--- config.mk ---
export PLATFORM = sky130hd
export DESIGN_NAME = gcd_controller
export DESIGN_NICKNAME = d
export VERILOG_FILES = /design/src/rtl/gcd_pkg.sv /design/src/rtl/gcd_iter_cnt.sv /design/src/rtl/gcd_controller.sv
export SDC_FILE = /design/constraint.sdc
export NUM_CORES = 1
export LEC_CHECK = 0
export BUFFER_PORTS_ARGS = -buffer_cell sky130_fd_sc_hd__buf_4
export CORE_AREA = 4 4 41 43
export CTS_BUF_LIST = sky130_fd_sc_hd__clkbuf_4
export DETAILED_ROUTE_END_ITERATION = 16
export DIE_AREA = 0 0 45 47
export PLACE_DENSITY_LB_ADDON = 0.15
export SLEW_MARGIN = 40
export SYNTH_ARGS = -nofsm -noshare
export SYNTH_HDL_FRONTEND = slang
export SYNTH_SLANG_ARGS = --single-unit
--- constraint.sdc ---
create_clock -name clk -period 2.5 [get_ports clk]
set_clock_uncertainty 0.2 [all_clocks]
set_input_delay 0.125 -clock clk [delete_from_list [all_inputs] [get_ports clk]]
set_output_delay 0.125 -clock clk [all_outputs]
set_load 0.005 [all_outputs]
--- src/rtl/gcd_pkg.sv ---
// gcd_pkg: shared state encoding, select constants and output decode for the GCD controller.
`default_nettype none

package gcd_pkg;

   typedef enum logic [2:0] {
      IDLE    = 3'd0,
      LOAD_A  = 3'd1,
      LOAD_B  = 3'd2,
      COMPARE = 3'd3,
      SUB_A   = 3'd4,
      SUB_B   = 3'd5,
      DONE    = 3'd6,
      ERR     = 3'd7
   } state_t;

   localparam logic SEL_A   = 1'b0;
   localparam logic SEL_B   = 1'b1;
   localparam logic SEL_SUB = 1'b0;
   localparam logic SEL_DIN = 1'b1;

   typedef struct packed {
      logic ldA;
      logic ldB;
      logic sel1;
      logic sel2;
      logic sel_in;
      logic busy;
      logic done;
      logic err;
   } ctrl_t;

   function automatic ctrl_t decode(state_t s);
      ctrl_t c;
      c = '0;
      case (s)
         LOAD_A:  begin c.sel_in = SEL_DIN; c.ldA = 1'b1; c.busy = 1'b1; end
         LOAD_B:  begin c.sel_in = SEL_DIN; c.ldB = 1'b1; c.busy = 1'b1; end
         COMPARE: c.busy = 1'b1;
         SUB_A:   begin
            c.sel1 = SEL_A; c.sel2 = SEL_B; c.sel_in = SEL_SUB;
            c.ldA  = 1'b1;  c.busy = 1'b1;
         end
         SUB_B:   begin
            c.sel1 = SEL_B; c.sel2 = SEL_A; c.sel_in = SEL_SUB;
            c.ldB  = 1'b1;  c.busy = 1'b1;
         end
         DONE:    c.done = 1'b1;
         ERR:     begin c.done = 1'b1; c.err = 1'b1; end
         default: c = '0;
      endcase
      return c;
   endfunction

endpackage

`default_nettype wire

--- src/rtl/gcd_iter_cnt.sv ---
// gcd_iter_cnt: subtraction watchdog counter; saturates at MAX_ITER and flags at_max.
`default_nettype none

module gcd_iter_cnt #(
   parameter int MAX_ITER = 65535
) (
   input  logic clk,
   input  logic rst_n,
   input  logic clr,
   input  logic inc,
   output logic at_max
);

   localparam int W = $clog2(MAX_ITER + 1);

   logic [W-1:0] count;

   always_ff @(posedge clk or negedge rst_n) begin
      if (!rst_n) begin
         count <= '0;
      end else if (clr) begin
         count <= '0;
      end else if (inc && !at_max) begin
         count <= count + W'(1);
      end
   end

   assign at_max = (count == W'(MAX_ITER));

endmodule

`default_nettype wire

--- src/rtl/gcd_controller.sv ---
// gcd_controller: Moore control FSM for the subtract-and-compare GCD datapath.
// Optional iteration watchdog compiled in with GCD_CTRL_TIMEOUT_EN.
`default_nettype none

module gcd_controller
   import gcd_pkg::*;
#(
   parameter int MAX_ITER = 65535
) (
   input  logic clk,
   input  logic rst_n,
   input  logic start,
   input  logic gt,
   input  logic lt,
   input  logic eq,
   output logic ldA,
   output logic ldB,
   output logic sel1,
   output logic sel2,
   output logic sel_in,
   output logic busy,
   output logic done,
   output logic err
);

   state_t state, nxt;
   ctrl_t  ctl;
   logic   at_max;

   always_comb begin
      nxt = state;
      case (state)
         IDLE:    if (start) nxt = LOAD_A;
         LOAD_A:  nxt = LOAD_B;
         LOAD_B:  nxt = COMPARE;
         COMPARE: begin
            if (eq)      nxt = DONE;
            else if (gt) nxt = at_max ? ERR : SUB_A;
            else if (lt) nxt = at_max ? ERR : SUB_B;
         end
         SUB_A, SUB_B: nxt = COMPARE;
         DONE, ERR:    if (start) nxt = LOAD_A;
         default:      nxt = IDLE;
      endcase
   end

`ifdef GCD_CTRL_TIMEOUT_EN
   localparam bit TIMEOUT_EN = 1'b1;
   logic cnt_clr, cnt_inc;

   assign cnt_clr = (state == LOAD_A);
   assign cnt_inc = (state == COMPARE) && ((nxt == SUB_A) || (nxt == SUB_B));

   gcd_iter_cnt #(
      .MAX_ITER (MAX_ITER)
   ) u_iter_cnt (
      .clk    (clk),
      .rst_n  (rst_n),
      .clr    (cnt_clr),
      .inc    (cnt_inc),
      .at_max (at_max)
   );
`else
   localparam bit TIMEOUT_EN = 1'b0;
   logic unused_max_iter;

   assign at_max          = 1'b0;
   assign unused_max_iter = (MAX_ITER == 0);
`endif

   // Outputs are registered from the decode of the next state, so they track the state register.
   assign ctl = decode(nxt);

   always_ff @(posedge clk or negedge rst_n) begin
      if (!rst_n) begin
         state  <= IDLE;
         ldA    <= 1'b0;
         ldB    <= 1'b0;
         sel1   <= 1'b0;
         sel2   <= 1'b0;
         sel_in <= 1'b0;
         busy   <= 1'b0;
         done   <= 1'b0;
         err    <= 1'b0;
      end else begin
         state  <= nxt;
         ldA    <= ctl.ldA;
         ldB    <= ctl.ldB;
         sel1   <= ctl.sel1;
         sel2   <= ctl.sel2;
         sel_in <= ctl.sel_in;
         busy   <= ctl.busy;
         done   <= ctl.done;
         err    <= ctl.err & TIMEOUT_EN;
      end
   end

endmodule

`default_nettype wire

Yosys cells after proc, flatten, opt, wreduce, memory -nomap -nowiden
Index checks and enable logic that the tools add are counted.
- flip-flop bits (word level): 10
- bits of input ports: 6
- word-level logic and storage cells: 41
- reduce and logical (&&, ||, !) cells: 8
- multiplexer cells: 11
- eq/ne operators: 14
- operators with widths (kind ; count):
    $eq A3 B3 Y1 const B ; 8
    $eq A3 B2 Y1 const B ; 4
    $mux W3 ; 4
    $pmux W3 S4 ; 1
    $reduce_or A2 Y1 ; 4
    $eq A3 B1 Y1 const B ; 2
    $reduce_or A3 Y1 ; 2
    $mux W1 ; 5
    $reduce_or A5 Y1 ; 1
    $pmux W2 S2 ; 1
    $logic_not A3 Y1 ; 1

Logic depth before layout (Yosys ltp)
- depth after elaboration: 7
- mapped depth: 6

Least setup slack after synthesis
Ideal clock, no wire load.
- path kind: register -> register
- start point: register state[1]
- end point: register ldA
- arrival time: 1.285 ns
- required time: 2.175 ns
- slack: 0.891 ns
- path buffers: 1
- cell stages (with the launch flop): 7
- path through: dfrtp_1 buf_4 or3b_1 a211o_1 clkinv_2 xnor2_1 nor2_1
- RTL lines (what ; RTL line ; RTL):
    from (decl) ; gcd_controller.sv:26 ; state_t state, nxt;
    from (signal assigned) ; gcd_controller.sv:86 ; state <= nxt;
    to (signal assigned) ; gcd_controller.sv:87 ; ldA <= ctl.ldA;
    to (decl) ; gcd_controller.sv:16 ; output logic ldA,

==> run_results.csv <==
group,metric,value,unit
drt,wirelength,810,microns
synthesis,yosysUniqueCellTypes,19,
floorplan,die_x,45,microns
sta,finalSetupTns,0,ns
pwr,irDropWorstVdd,0.4408,mV
synthesis,yosysMostFrequentCell,"dfrtp_1",
floorplan,dieHeight,47,microns
pwr,power_frac_seq,40.4,%
setup_path,r2r_start,"state[1]",
setup_path,r2r_setup_slack,0.78,ns
pwr,p_switching,0.0002384,W
synthesis,postSynthAreaPerCell,10.18,sq um
synthesis,synth.area.top_cells,"dfrtp_1 (57%), nor2_1 (5.1%), nor2b_1 (4.3%)",
cells_and_area,drive_gt1_share,27.12,%
pwr,p_int,0.0004280,W
clock_tree,postCtsSetupRepairBufs,0,
global_routing,grt_pass1_wl,1.352,mm
setup_path,crit_arrival,1.71,ns
sta,slew_viol_final,0,
synthesis,yosysTopAreaCell,"dfrtp_1",
synthesis,synth_cells,43,
synthesis,synth_nets,49,
clock_tree,cts_tree,"done",
synthesis,synth-edff-count,0,
pwr,p_clk_share,16.9,%
setup_path,cp-end-kind,"register",
drt,wl_per_cell,10.95,microns
sta,rsz0062_at_grt,"false",
synthesis,yosysTopAreaCellShare,57.14,%
placement,gp_congestion,0.8499,
placement,portBuffers,12,
global_routing,antenna_found_initial,0,
clock_tree,cts_max_level,1,
sta,max_freq,0.5671,GHz
setup_path,reg2reg_to,"ldA",
cells_and_area,fin_area,578.1,sq um
placement,dp_hpwl,638.7,microns
synthesis,async_reset_ff_share,100.0,%
global_routing,overflow,0,
pwr,comb_power_share,42.7,%
drt,vias_per_cell,4.662,
cells_and_area,nets,66,
floorplan,core,0.001301,sq mm
flow_run,cap_violations,0,
clock_tree,root_buffer,"clkbuf_4",
drt,dr_total_vias,345,
global_routing,grtUsageTotal,9.287,%
synthesis,ys_ff_latch,10,
synthesis,synth_ff_type,"dfrtp_1",
setup_path,reg2reg_depth,5,
placement,place_area,531.8,sq um
drt,drtIter0Drc,7,
pwr,pwr_density_cell,1153,mW/mm^2
setup_path,critPathMaxFanout,5,
drt,first_pass_iters,4,
sta,hold_viol,0,
pwr,p_leak,0.2739,nW
setup_path,crit_required,2.44,ns
sta,setup_viol_count_final,0,
cells_and_area,antennaDiodeCount,0,
floorplan,dieArea,0.002115,sq mm
global_routing,grt_max_degree,11,
clock_tree,clock_latency,0.27,ns
clock_tree,cts_sinks,10,
min_path,min_path_type,"in2async",
run_status,status,"complete, no violations",
pwr,power.total,0.0006664,W
synthesis,ys_top_cells_by_count,"dfrtp_1 (10), nor2_1 (6), nor2b_1 (3), nor3_1 (3), o21ai_0 (3)",
clock_tree,clk_pin_slew,0.06,ns
sta,fin_crit_sh,70.54,%
synthesis,yosys_warnings,0,
drt,ant_nets,0,
synthesis,netlist_area,437.9,sq um
cells_and_area,n_fill_cell,137,
cells_and_area,syn_to_final_growth,32.00,%
drt,drc_errors,0,
setup_path,start_kind,"input pin",
sta,period_needed,1.763,ns
clock_tree,cts_buffers,3,
pwr,sw_frac_of_total,35.77,%
floorplan,pin_count,14,
floorplan,rows,13,
synthesis,yosysSeqAreaShare,57.14,%
setup_path,path_class,"in2reg",
global_routing,grt_pass1_vias,314,
floorplan,initial_core_util,33.65,%
clock_tree,clockBufferDepth,2,
==> worst max-delay path by stage <==
stage               startpoint   to  slack, ns  cells after the start
floorplan             state[1]  ldA       0.89                      6
global placement      state[1]  ldA       0.80                      5
detailed placement    state[1]  ldA       0.79                      5
CTS                         eq  ldA       0.74                      7
global route                eq  ldA       0.61                      7
finish                      eq  ldA       0.74                      7
==> routing by layer <==
metal / GRT usage, % / routed length (microns)
met1: 11.58 / 347
met2: 13.28 / 355
met3: 4.215 / 91
met4: 5.263 / 17
met5: 0 / 0
==> placed cells by master (no fill, tap or decap), types with 2 or more instances in the layout <==
cell	count
nor2b_1	3
clkbuf_4	3
buf_4	12
dfrtp_1	10
nor2_1	6
a21oi_1	2
dlygate4sd3_1	2
o21ai_1	2
nand2b_1	2
o21ai_0	3
nor3_1	3
==> through the flow <==
step	hold WS [ns]	worst slack, ns	util (%)	instances
5_1_grt	0.03709	0.6140	44.42	74
4_1_cts	0.01993	0.7418	44.42	74
3_5_place_dp	-0.2420	0.7945	40.87	68
6_report	0.01742	0.7366	44.42	74
2_1_floorplan	-0.3706	0.8907	-	43
3_3_place_gp	-0.2419	0.8048	40.87	68
==> critical path, stage by stage <==
cell and delay [ns]:
dlygate4sd3_1 0.53, buf_4 0.15, or3b_1 0.34, a211o_1 0.30
clkinv_2 0.09, xnor2_1 0.11, nor2_1 0.05
==> cell families after synthesis <==
| family | count (synthesis) | synth area share (%) |
|---|---|---|
| and+or+nand+nor | 19 | 23.43 |
| DFF | 10 | 57.14 |
| AOI/OAI and AO/OA | 9 | 12.00 |
| buffers and inverters | 3 | 4.569 |
| xor gates and xnor gates | 1 | 2.000 |
| other | 1 | 0.8563 |
==> power groups by stage <==
stage / Combinational [W] / Clock, W / Sequential, W
final: 0.000284 / 0.000113 / 0.000269
after global routing: 0.000325 / 0.000123 / 0.000280
after CTS: 0.000288 / 0.000116 / 0.000269
after detailed placement: 0.000284 / 0 / 0.000272
after global placement: 0.000288 / 0 / 0.000272
after floorplan: 0.000201 / 0 / 0.000258
==> final cells by class <==
| cell class | count | area, sq um | area share, % |
|---|---|---|---|
| Clock buffer | 3 | 22.52 | 3.896 |
| Sequential cell | 10 | 250.2 | 43.29 |
| Tap cell | 15 | 18.77 | 3.247 |
| Inverter | 1 | 5.005 | 0.8658 |
| Timing Repair Buffer | 14 | 110.1 | 19.05 |
| Clock inverter | 1 | 3.754 | 0.6494 |
| Multi-Input combinational cell | 30 | 167.7 | 29.00 |
==> flip-flops by register name, indices dropped and copies added, names as in the netlist <==
signal  flops
sel1        1
done        1
sel_in      1
ldB         1
ldA         1
sel2        1
busy        1
state       3
==> timing repair <==
| item | 4_1_cts | 5_1_grt |
|---|---|---|
| resized for setup | 0 | 0 |
| hold buffers | 2 | 0 |
| hold endpoints to repair | 11 | 0 |
No activity file was read; power rests on OpenSTA's default activity.
